**src/rtl/tt_aseq_pkg.sv**
```systemverilog
// Shared types and source codes for the analog pin sequencer.
// Optional readback port is enabled with TT_ASEQ_READBACK_EN.
package tt_aseq_pkg;

    typedef enum logic [1:0] {
        IDLE   = 2'd0,
        BREAK  = 2'd1,
        SETTLE = 2'd2,
        MAKE   = 2'd3
    } aseq_state_t;

    localparam int SRC_OPEN  = 0;
    localparam int SRC_VAPWR = 1;
    localparam int SRC_VDPWR = 2;
    localparam int SRC_VGND  = 3;

endpackage

```
**src/rtl/tt_aseq_settle_timer.sv**
```systemverilog
// Loadable down-counter timing the open gap between break and make.
module tt_aseq_settle_timer
    import tt_aseq_pkg::*;
#(
    parameter int W = 8
) (
    input  logic         clk,
    input  logic         rst,
    input  logic         load,
    input  logic [W-1:0] value,
    input  logic         dec,
    output logic         expired,
    output logic         zero
);

    logic [W-1:0] cnt_q;
    logic [W-1:0] cnt_d;

    always_comb begin
        cnt_d = cnt_q;
        if (load) begin
            cnt_d = value;
        end else if (dec && cnt_q != '0) begin
            cnt_d = cnt_q - W'(1);
        end
    end

    always_ff @(posedge clk or posedge rst) begin
        if (rst) begin
            cnt_q <= '0;
        end else begin
            cnt_q <= cnt_d;
        end
    end

    assign expired = (cnt_q == W'(1));
    assign zero    = (cnt_q == '0);

endmodule

```
**src/rtl/tt_analog_pin_seq.sv**
```systemverilog
// Break-before-make switch sequencer for the analog pin ring.
// Define TT_ASEQ_READBACK_EN to add the rd_ch/rd_src readback port.
module tt_analog_pin_seq
    import tt_aseq_pkg::*;
#(
    parameter int N_CH     = 6,
    parameter int NSRC     = 3,
    parameter int SEL_W    = $clog2(NSRC + 1),
    parameter int SETTLE_W = 8,
    localparam int CH_W    = (N_CH > 1) ? $clog2(N_CH) : 1
) (
    input  logic                   clk,
    input  logic                   rst,
    input  logic                   wr_en,
    input  logic [CH_W-1:0]        wr_ch,
    input  logic [SEL_W-1:0]       wr_src,
    input  logic                   commit,
    input  logic [SETTLE_W-1:0]    settle,
    output logic [N_CH*NSRC-1:0]   sw_on,
    output logic                   busy,
    output logic                   done,
    output logic                   err
`ifdef TT_ASEQ_READBACK_EN
    ,
    input  logic [CH_W-1:0]        rd_ch,
    output logic [SEL_W-1:0]       rd_src
`endif
);

    localparam logic [CH_W:0]  NCH_L  = (CH_W + 1)'(N_CH);
    localparam logic [SEL_W:0] NSRC_L = (SEL_W + 1)'(NSRC);

    aseq_state_t state_q, state_d;
    logic [SEL_W-1:0] shadow_q [N_CH];
    logic [SEL_W-1:0] shadow_d [N_CH];
    logic [SEL_W-1:0] active_q [N_CH];
    logic [SEL_W-1:0] active_d [N_CH];
    logic [N_CH-1:0] chg_q, chg_d;
    logic [N_CH*NSRC-1:0] sw_on_q, sw_on_d;
    logic busy_q, busy_d;
    logic done_q, done_d;
    logic err_q, err_d;
    logic wr_ok;
    logic tmr_load, tmr_dec, tmr_expired, tmr_zero;

    tt_aseq_settle_timer #(.W(SETTLE_W)) u_timer (
        .clk     (clk),
        .rst     (rst),
        .load    (tmr_load),
        .value   (settle),
        .dec     (tmr_dec),
        .expired (tmr_expired),
        .zero    (tmr_zero)
    );

    always_comb begin
        state_d  = state_q;
        shadow_d = shadow_q;
        active_d = active_q;
        chg_d    = chg_q;
        busy_d   = busy_q;
        done_d   = 1'b0;
        err_d    = err_q;
        tmr_load = 1'b0;
        tmr_dec  = 1'b0;
        sw_on_d  = '0;

        wr_ok = wr_en && (state_q == IDLE)
             && ({1'b0, wr_ch} < NCH_L)
             && ({1'b0, wr_src} <= NSRC_L);

        for (int i = 0; i < N_CH; i++) begin
            if (wr_ok && wr_ch == CH_W'(i)) begin
                shadow_d[i] = wr_src;
            end
        end

        unique case (state_q)
            IDLE: begin
                if (commit) begin
                    tmr_load = 1'b1;
                    err_d    = 1'b0;
                    // Compare against the post-write shadow so a same-cycle write is included
                    for (int i = 0; i < N_CH; i++) begin
                        chg_d[i] = (shadow_d[i] != active_q[i]);
                    end
                    if (chg_d != '0) begin
                        state_d = BREAK;
                        busy_d  = 1'b1;
                    end else begin
                        done_d = 1'b1;
                    end
                end
            end
            BREAK: begin
                for (int i = 0; i < N_CH; i++) begin
                    if (chg_q[i]) begin
                        active_d[i] = SEL_W'(SRC_OPEN);
                    end
                end
                state_d = tmr_zero ? MAKE : SETTLE;
            end
            SETTLE: begin
                if (tmr_expired) begin
                    state_d = MAKE;
                end else begin
                    tmr_dec = 1'b1;
                end
            end
            MAKE: begin
                for (int i = 0; i < N_CH; i++) begin
                    if (chg_q[i]) begin
                        active_d[i] = shadow_q[i];
                    end
                end
                state_d = IDLE;
                busy_d  = 1'b0;
                done_d  = 1'b1;
            end
        endcase

        if (wr_en && !wr_ok) begin
            err_d = 1'b1;
        end

        for (int c = 0; c < N_CH; c++) begin
            for (int k = 0; k < NSRC; k++) begin
                sw_on_d[c*NSRC + k] = (active_d[c] == SEL_W'(k + 1));
            end
        end
    end

    always_ff @(posedge clk or posedge rst) begin
        if (rst) begin
            state_q  <= IDLE;
            shadow_q <= '{default: '0};
            active_q <= '{default: '0};
            chg_q    <= '0;
            sw_on_q  <= '0;
            busy_q   <= 1'b0;
            done_q   <= 1'b0;
            err_q    <= 1'b0;
        end else begin
            state_q  <= state_d;
            shadow_q <= shadow_d;
            active_q <= active_d;
            chg_q    <= chg_d;
            sw_on_q  <= sw_on_d;
            busy_q   <= busy_d;
            done_q   <= done_d;
            err_q    <= err_d;
        end
    end

    assign sw_on = sw_on_q;
    assign busy  = busy_q;
    assign done  = done_q;
    assign err   = err_q;

`ifdef TT_ASEQ_READBACK_EN
    logic [SEL_W-1:0] rd_src_q, rd_src_d;

    always_comb begin
        rd_src_d = '0;
        for (int i = 0; i < N_CH; i++) begin
            if (rd_ch == CH_W'(i)) begin
                rd_src_d = active_q[i];
            end
        end
    end

    always_ff @(posedge clk or posedge rst) begin
        if (rst) begin
            rd_src_q <= '0;
        end else begin
            rd_src_q <= rd_src_d;
        end
    end

    assign rd_src = rd_src_q;
`endif

endmodule

```
**config.mk**
```make
export PLATFORM = sky130hd
export DESIGN_NAME = tt_analog_pin_seq
export DESIGN_NICKNAME = d
export VERILOG_FILES = /design/src/rtl/tt_aseq_pkg.sv /design/src/rtl/tt_aseq_settle_timer.sv /design/src/rtl/tt_analog_pin_seq.sv
export SDC_FILE = /design/constraint.sdc
export NUM_CORES = 1
export LEC_CHECK = 0
export ABC_AREA = 1
export CORE_ASPECT_RATIO = 2
export CORE_MARGIN = 2
export CORE_UTILIZATION = 55
export DETAILED_ROUTE_END_ITERATION = 10
export GPL_TIMING_DRIVEN = 1
export PLACE_DENSITY_LB_ADDON = 0.15
export SYNTH_ARGS = -nofsm -noshare
export SYNTH_HDL_FRONTEND = slang
export SYNTH_SLANG_ARGS = --single-unit
```
**constraint.sdc**
```tcl
create_clock -name clk -period 2.5 [get_ports clk]
set_input_delay 0.25 -clock clk [delete_from_list [all_inputs] [get_ports clk]]
set_output_delay 0.25 -clock clk [all_outputs]
set_load 0.005 [all_outputs]
```
==> metrics, run 1 <==
status finished, final reports clean; Clock Skews approximately 0.015 ns; total CTS buffers 9; routed length per instance about 14 um; drt pass-1 iters 4; fmax 0.455 GHz; setup slack after layout 0.302 ns; routed wl met2 around 3300 um; Ports 38; switch share around two fifths; Post-Route WL 6550 um; pre-CTS setup slack ~0.030 ns; number of distinct library cells after synthesis 29; total gr overflow 0; crit path time final 2.20 ns; Rel. slew slack around three fifths; total global routing track utilization 23.7%; worst hold slack 0.229 ns; reg2reg start state_q[1]; antenna violations before repair 0; clock-pin slew on the worst setup and hold paths 0.07 ns; initial drt markers 106; setup TNS 0 ns; # rows 38; hold-fix buffers at CTS 0; Die Footprint 6080 um2; P per Cell Area 1180 nW/um2; Clk Latency, worst-skew pair 0.35 ns; leakage between 1.5 and 2 nW; Seq pwr share between 30% and 40%; syn nets 393; Worst setup SP type register; total internal power 2.61 mW; Max Cap Viol 0; sw power between 1.5 and 2 mW; Final Hold Fails 0; Yosys reg bits 61; Worst setup EP type register; CTS tree yes; kind of critical path reg -> reg; # fillers around 430; share of cells above drive strength 1 under 10%; Die Y 108 um; largest net degree at the start of global routing between 40 and 50; Tcrit/Tclk final 87.9%; synth warn 0; CP Max Fanout 13; postcts setup bufs 0; worst hold path class in -> async; DRC Markers 0; Most common cell on crit path inv_1; CORE AREA 5330 um2; clock root buffer clkbuf_8; slowest CP cell dfrtp_1; crit-path cells inv_1 -> ha_1 -> buf_4 -> nand2_1 -> inv_1 -> nor4_1 -> a22oi_1 -> o21ai_0; CTS H-Tree Depth 3; Arr. time, crit path 2.46 ns; RePlAce Congestion 0.859; Slew @ Worst Pin 0.587 ns; CTS Buffer Depth 2; Synth Cell Area 2990 um2; I/O Buffers 37; P&R area growth vs syn 21.8%; sequential area share after synthesis 51.0%; vias per cell 5.37; die width 56.2 um; ANT nets after route 0; r2r worst-path depth 8; metal3 WL roughly 430 um; Clock power frac 20.3%; Comb power frac between 40% and 50%; Worst IR Drop VDD about 0.00092 V; WP data required ~2.8 ns; Cells after Synth 369; Met1 Wirelength approximately 2700 um; Slew Viols, Final 0; CP peak stage delay 0.42 ns; first-pass GRT wire length 11000 um; # setup viols final 0; Highest Signal Layer met4; DP Wirelength ~4800 um; RR Endpoint u_timer.cnt_q[6]; initial cell density of the core 56.2%; R2R Setup Slk approximately 0.3 ns; DR vias 2568; number of global-route vias before repair around 2500; # diodes 0; Worst setup startpoint state_q[1]; RSZ-0062 raised after global routing no; clock sink count 61; Avg Synthesized Cell Area 8.11 um2; nets@finish 438
==> repair_timing <==
item / 4_1_cts / 5_1_grt
resized for setup: 0 / 4
endpoints found under the setup margin: 0 / 3
hold endpoints to repair: 0 / 0
==> cells in the final DEF (no fill, tap or decap), drive strengths merged <==
cell             n
nand2          102
dfrtp           61
inv             57
nand3           46
nor2            38
clkdlybuf4s50   37
o21ai           15
clkbuf          14
ha               7
nand4            5
o21a             5
a31oi            4
o211ai           4
buf              4
nand3b           3
nor3             2
a21oi            2
o22ai            2
a21boi           2
a32oi            2
a22oi            2
o32ai            1
a32o             1
nor4             1
bufinv           1
==> critical path: cells and delay by family (launching register included) <==
kind / cells / cell delay [ns]
and+or+nand+nor: 2 / 0.66
DFF: 1 / 0.42
AOI/OAI and AO/OA: 2 / 0.22
adders and majority gates: 1 / 0.22
buffers and inverters: 3 / 0.60
==> area by class of cell <==
cell class / instances / area [um2] / share of cell area (%)
tap: 60 / 75.1 / 2.06
clock buffer: 14 / 163 / 4.46
inverter: 57 / 219 / 6.01
multi-input combinational: 244 / 1220 / 33.5
sequential: 61 / 1530 / 41.9
clock inverter: 1 / 30.0 / 0.824
timing repair buffer: 41 / 413 / 11.3
==> synth_stat cells <==
cell type	count	share of area, %
clkbuf_1	5	0.63
nand4_1	5	1.0
nor2_1	32	4.0
nand2_2	7	1.5
o211ai_1	4	1.0
o21a_1	5	1.3
buf_2	1	0.17
ha_1	7	2.9
a21boi_0	2	0.50
inv_1	53	6.6
a32o_1	1	0.33
a21oi_1	2	0.33
a32oi_1	2	0.59
dfrtp_1	61	51
o32ai_1	1	0.29
nor4_1	1	0.21
nand3_2	2	0.67
nor2_2	5	1.0
o21ai_0	15	2.5
nand3_1	44	7.4
buf_6	1	0.38
nand2_1	95	12
a22oi_1	2	0.50
o22ai_1	2	0.42
a31oi_1	4	0.84
inv_2	4	0.50
nor3_1	2	0.33
nand3b_1	3	0.75
nor2_4	1	0.38
==> power groups by stage <==
stage / Sequential [mW] / Combinational [mW] / Clock (mW)
CTS: 1.61 / 1.80 / 0.888
floorplan: 1.58 / 1.23 / 0
finish: 1.62 / 1.81 / 0.872
detailed placement: 1.63 / 1.79 / 0
global route: 1.67 / 2.06 / 0.927
global placement: 1.61 / 1.72 / 0
==> metrics by stage <==
step	instances	util (%)	area, um2	power (mW)
after global placement	463	64.7	3450	3.33
after global routing	478	68.5	3650	4.66
after detailed placement	463	64.7	3450	3.42
after floorplan	369	-	2990	2.81
final	478	68.5	3650	4.30
after CTS	478	68.3	3640	4.30
==> per-layer routing <==
layer / GRT usage [%] / up-vias
li1: - / 1271
met1: 29.2 / 1197
met2: 37.9 / 88
met3: 5.62 / 12
met4: 13.3 / 0
met5: 0 / -
==> worst max path at each step <==
stage | slack (ns) | endpoint | cells past startpoint
final | 0.30 | u_timer.cnt_q[6] | 8
after global routing | 0.02 | state_q[1] | 16
after CTS | 0.24 | state_q[1] | 16
after detailed placement | 0.03 | state_q[1] | 14
after global placement | 0.21 | state_q[1] | 14
after floorplan | 0.54 | state_q[0] | 17
==> kinds of logic (layout without fill, tap and decap cells) <==
group | count (synthesis) | after routing | share of synthesized area [%]
flops | 61 | 61 | 51.0
fa+ha+maj | 7 | 7 | 2.93
buf+inv | 64 | 113 | 8.32
simple gates | 197 | 197 | 29.2
compound gates | 40 | 40 | 8.57
==> registers in the layout, indices dropped and copies added, names as in the netlist <==
signal and cells:
u_timer.cnt_q 8, active_q 12, err 1, state_q 2, shadow_q 12, chg_q 6, sw_on 18, done 1
busy 1
Note: power is estimated with default switching activity, not from simulation.
==> run 2: changes to the inputs <==
--- a/config.mk
+++ b/config.mk
@@ -8,7 +8,7 @@
 export ABC_AREA = 1
 export CORE_ASPECT_RATIO = 2
 export CORE_MARGIN = 2
-export CORE_UTILIZATION = 55
+export CORE_UTILIZATION = 50
 export DETAILED_ROUTE_END_ITERATION = 10
 export GPL_TIMING_DRIVEN = 1
 export PLACE_DENSITY_LB_ADDON = 0.15
==> run 2 against run 1 <==
Net effect:
- the run now ends with DRC left
- worst hold slack better by 0.064 ns
- critical path depth is 9 higher
- routed wire length is 4.1% higher
- via count is 2.0% higher
- die area is 9.4% higher
- sequential cell count stayed put
- total power is 12% higher
- largest cell class unchanged
- highest routed layer unchanged
==> metrics, run 2 (synthesized netlist as in run 1, its figures left out) <==
P&R area growth vs syn 26.8%; CTS Buffer Depth 2; CTS tree yes; Slew @ Worst Pin between 0.5 and 0.6 ns; CTS H-Tree Depth 3; drt pass-1 iters 7; postcts setup bufs 0; I/O Buffers 37; Worst IR Drop VDD roughly 0.00076 V; initial drt markers 116; Max Cap Viol 0; routed length per instance 14.1 um; Worst setup startpoint state_q[0]; WP data required 2.77 ns; Slew Viols, Final 0; clock sink count 61; total CTS buffers 9; die width approximately 59 um; nets@finish 440; initial cell density of the core 52.0%; Ports 38; Clk Latency, worst-skew pair 0.33 ns; most frequent cells in the layout nand2_1, dfrtp_1, inv_1, nand3_1, clkdlybuf4s50_1; worst hold path class in -> async; Post-Route WL 6820 um; # setup viols final 0; # fillers 469; setup TNS 0 ns; reg2reg start state_q[0]; RR Endpoint state_q[0]; vias per cell 5.44; CORE AREA 5760 um2; largest net degree at the start of global routing 62; leakage 1.96 nW; DP Wirelength between 5000 and 6000 um; Clock Skews 0.00538 ns; share of cells above drive strength 1 10.5%; P per Cell Area 1270 nW/um2; DRC Markers 2; overall power a little under 5 mW; antenna violations before repair 0; RSZ-0062 raised after global routing no; max reg flops 18; RePlAce Congestion 0.850; Final Hold Fails 0; clock root buffer clkbuf_16; kind of critical path reg -> reg; failing checks DRC; # diodes 0; fmax 0.447 GHz; Die Footprint 6660 um2; Critical Path End state_q[0]; CP Max Fanout 9; Worst setup EP type register; Die Y 113 um; utilization after layout 65.9%; DR vias 2620; clock-pin slew on the worst setup and hold paths about 0.050 ns; # rows 39; status finished with violations; Rel. slew slack a little over three fifths; R2R Setup Slk 0.26 ns; r2r worst-path depth 17; commonest non-fill, non-tap cell in the layout nand2_1; Arr. time, crit path approximately 2.5 ns; first-pass GRT wire length 11600 um; ANT nets after route 0; Worst setup SP type register; number of global-route vias before repair roughly 2600; total global routing track utilization 23.4%; total gr overflow 0; Tcrit/Tclk final 89.6%; crit path time final 2.24 ns
[run 2: changes by cell type in the layout (fill, tap and decap cells not counted), sizes merged]
cell,change
bufinv,+1
clkinv,+2
clkbuf,-2
buf,+2
[run 2: worst min-delay path by stage]
| stage | to | slack [ns] |
|---|---|---|
| 2_1_floorplan | err | 0.38 |
| 3_3_place_gp | shadow_q[4] | 0.48 |
| 5_1_grt | state_q[0] | 0.33 |
| 4_1_cts | u_timer.cnt_q[1] | 0.31 |
| 6_report | u_timer.cnt_q[1] | 0.29 |
| 3_5_place_dp | shadow_q[4] | 0.49 |
[run 2: metal layers]
metal	GRT usage, %	part of all wire, %	wire [um]	vias to the layer above
met5	0	0	0	-
met4	12.9	3.3	226	0
met3	5.44	3.6	243	21
met2	40.8	56	3850	64
met1	25.1	37	2500	1258
li1	-	-	-	1277
[run 2: what timing repair did]
action,4_1_cts,5_1_grt
gates resized for setup,0,4
setup endpoints to repair,0,3
hold buffers,0,0
[run 2: layout make-up]
class	instances	area [um2]	area share (%)
inverter	57	216	5.71
multi-input combinational	244	1220	32.2
timing repair buffer	43	428	11.3
sequential	61	1530	40.2
clock buffer	12	256	6.76
tap	61	76.3	2.01
clock inverter	4	70.1	1.85
[run 2: critical path, cell delays in order (launching register included)]
cell     delay, ns
dfrtp_1       0.44
inv_2         0.11
ha_2          0.20
nand2_2       0.12
inv_4         0.12
buf_4         0.13
nand3_2       0.08
nand2_1       0.11
nand2_2       0.06
nand2_1       0.06
nand2_1       0.06
nor2_2        0.14
nand2_1       0.08
nor2_2        0.12
nand3_2       0.13
nand2_1       0.11
nand2_1       0.05
nand2_1       0.06
[run 2: power by group]
group / internal, mW / switching, mW
Combinational: 0.741 / 1.09
Sequential: 1.38 / 0.262
Clock: 0.922 / 0.425
[run 2: stage by stage]
step	worst slack (ns)	hold slack, ns	cells	instance area [um2]
after global placement	0.120	0.478	466	3460
after global routing	0.000870	0.331	482	3790
after CTS	0.169	0.309	482	3790
after floorplan	0.537	0.383	369	2990
after detailed placement	0.0783	0.492	466	3460
final	0.261	0.292	482	3790
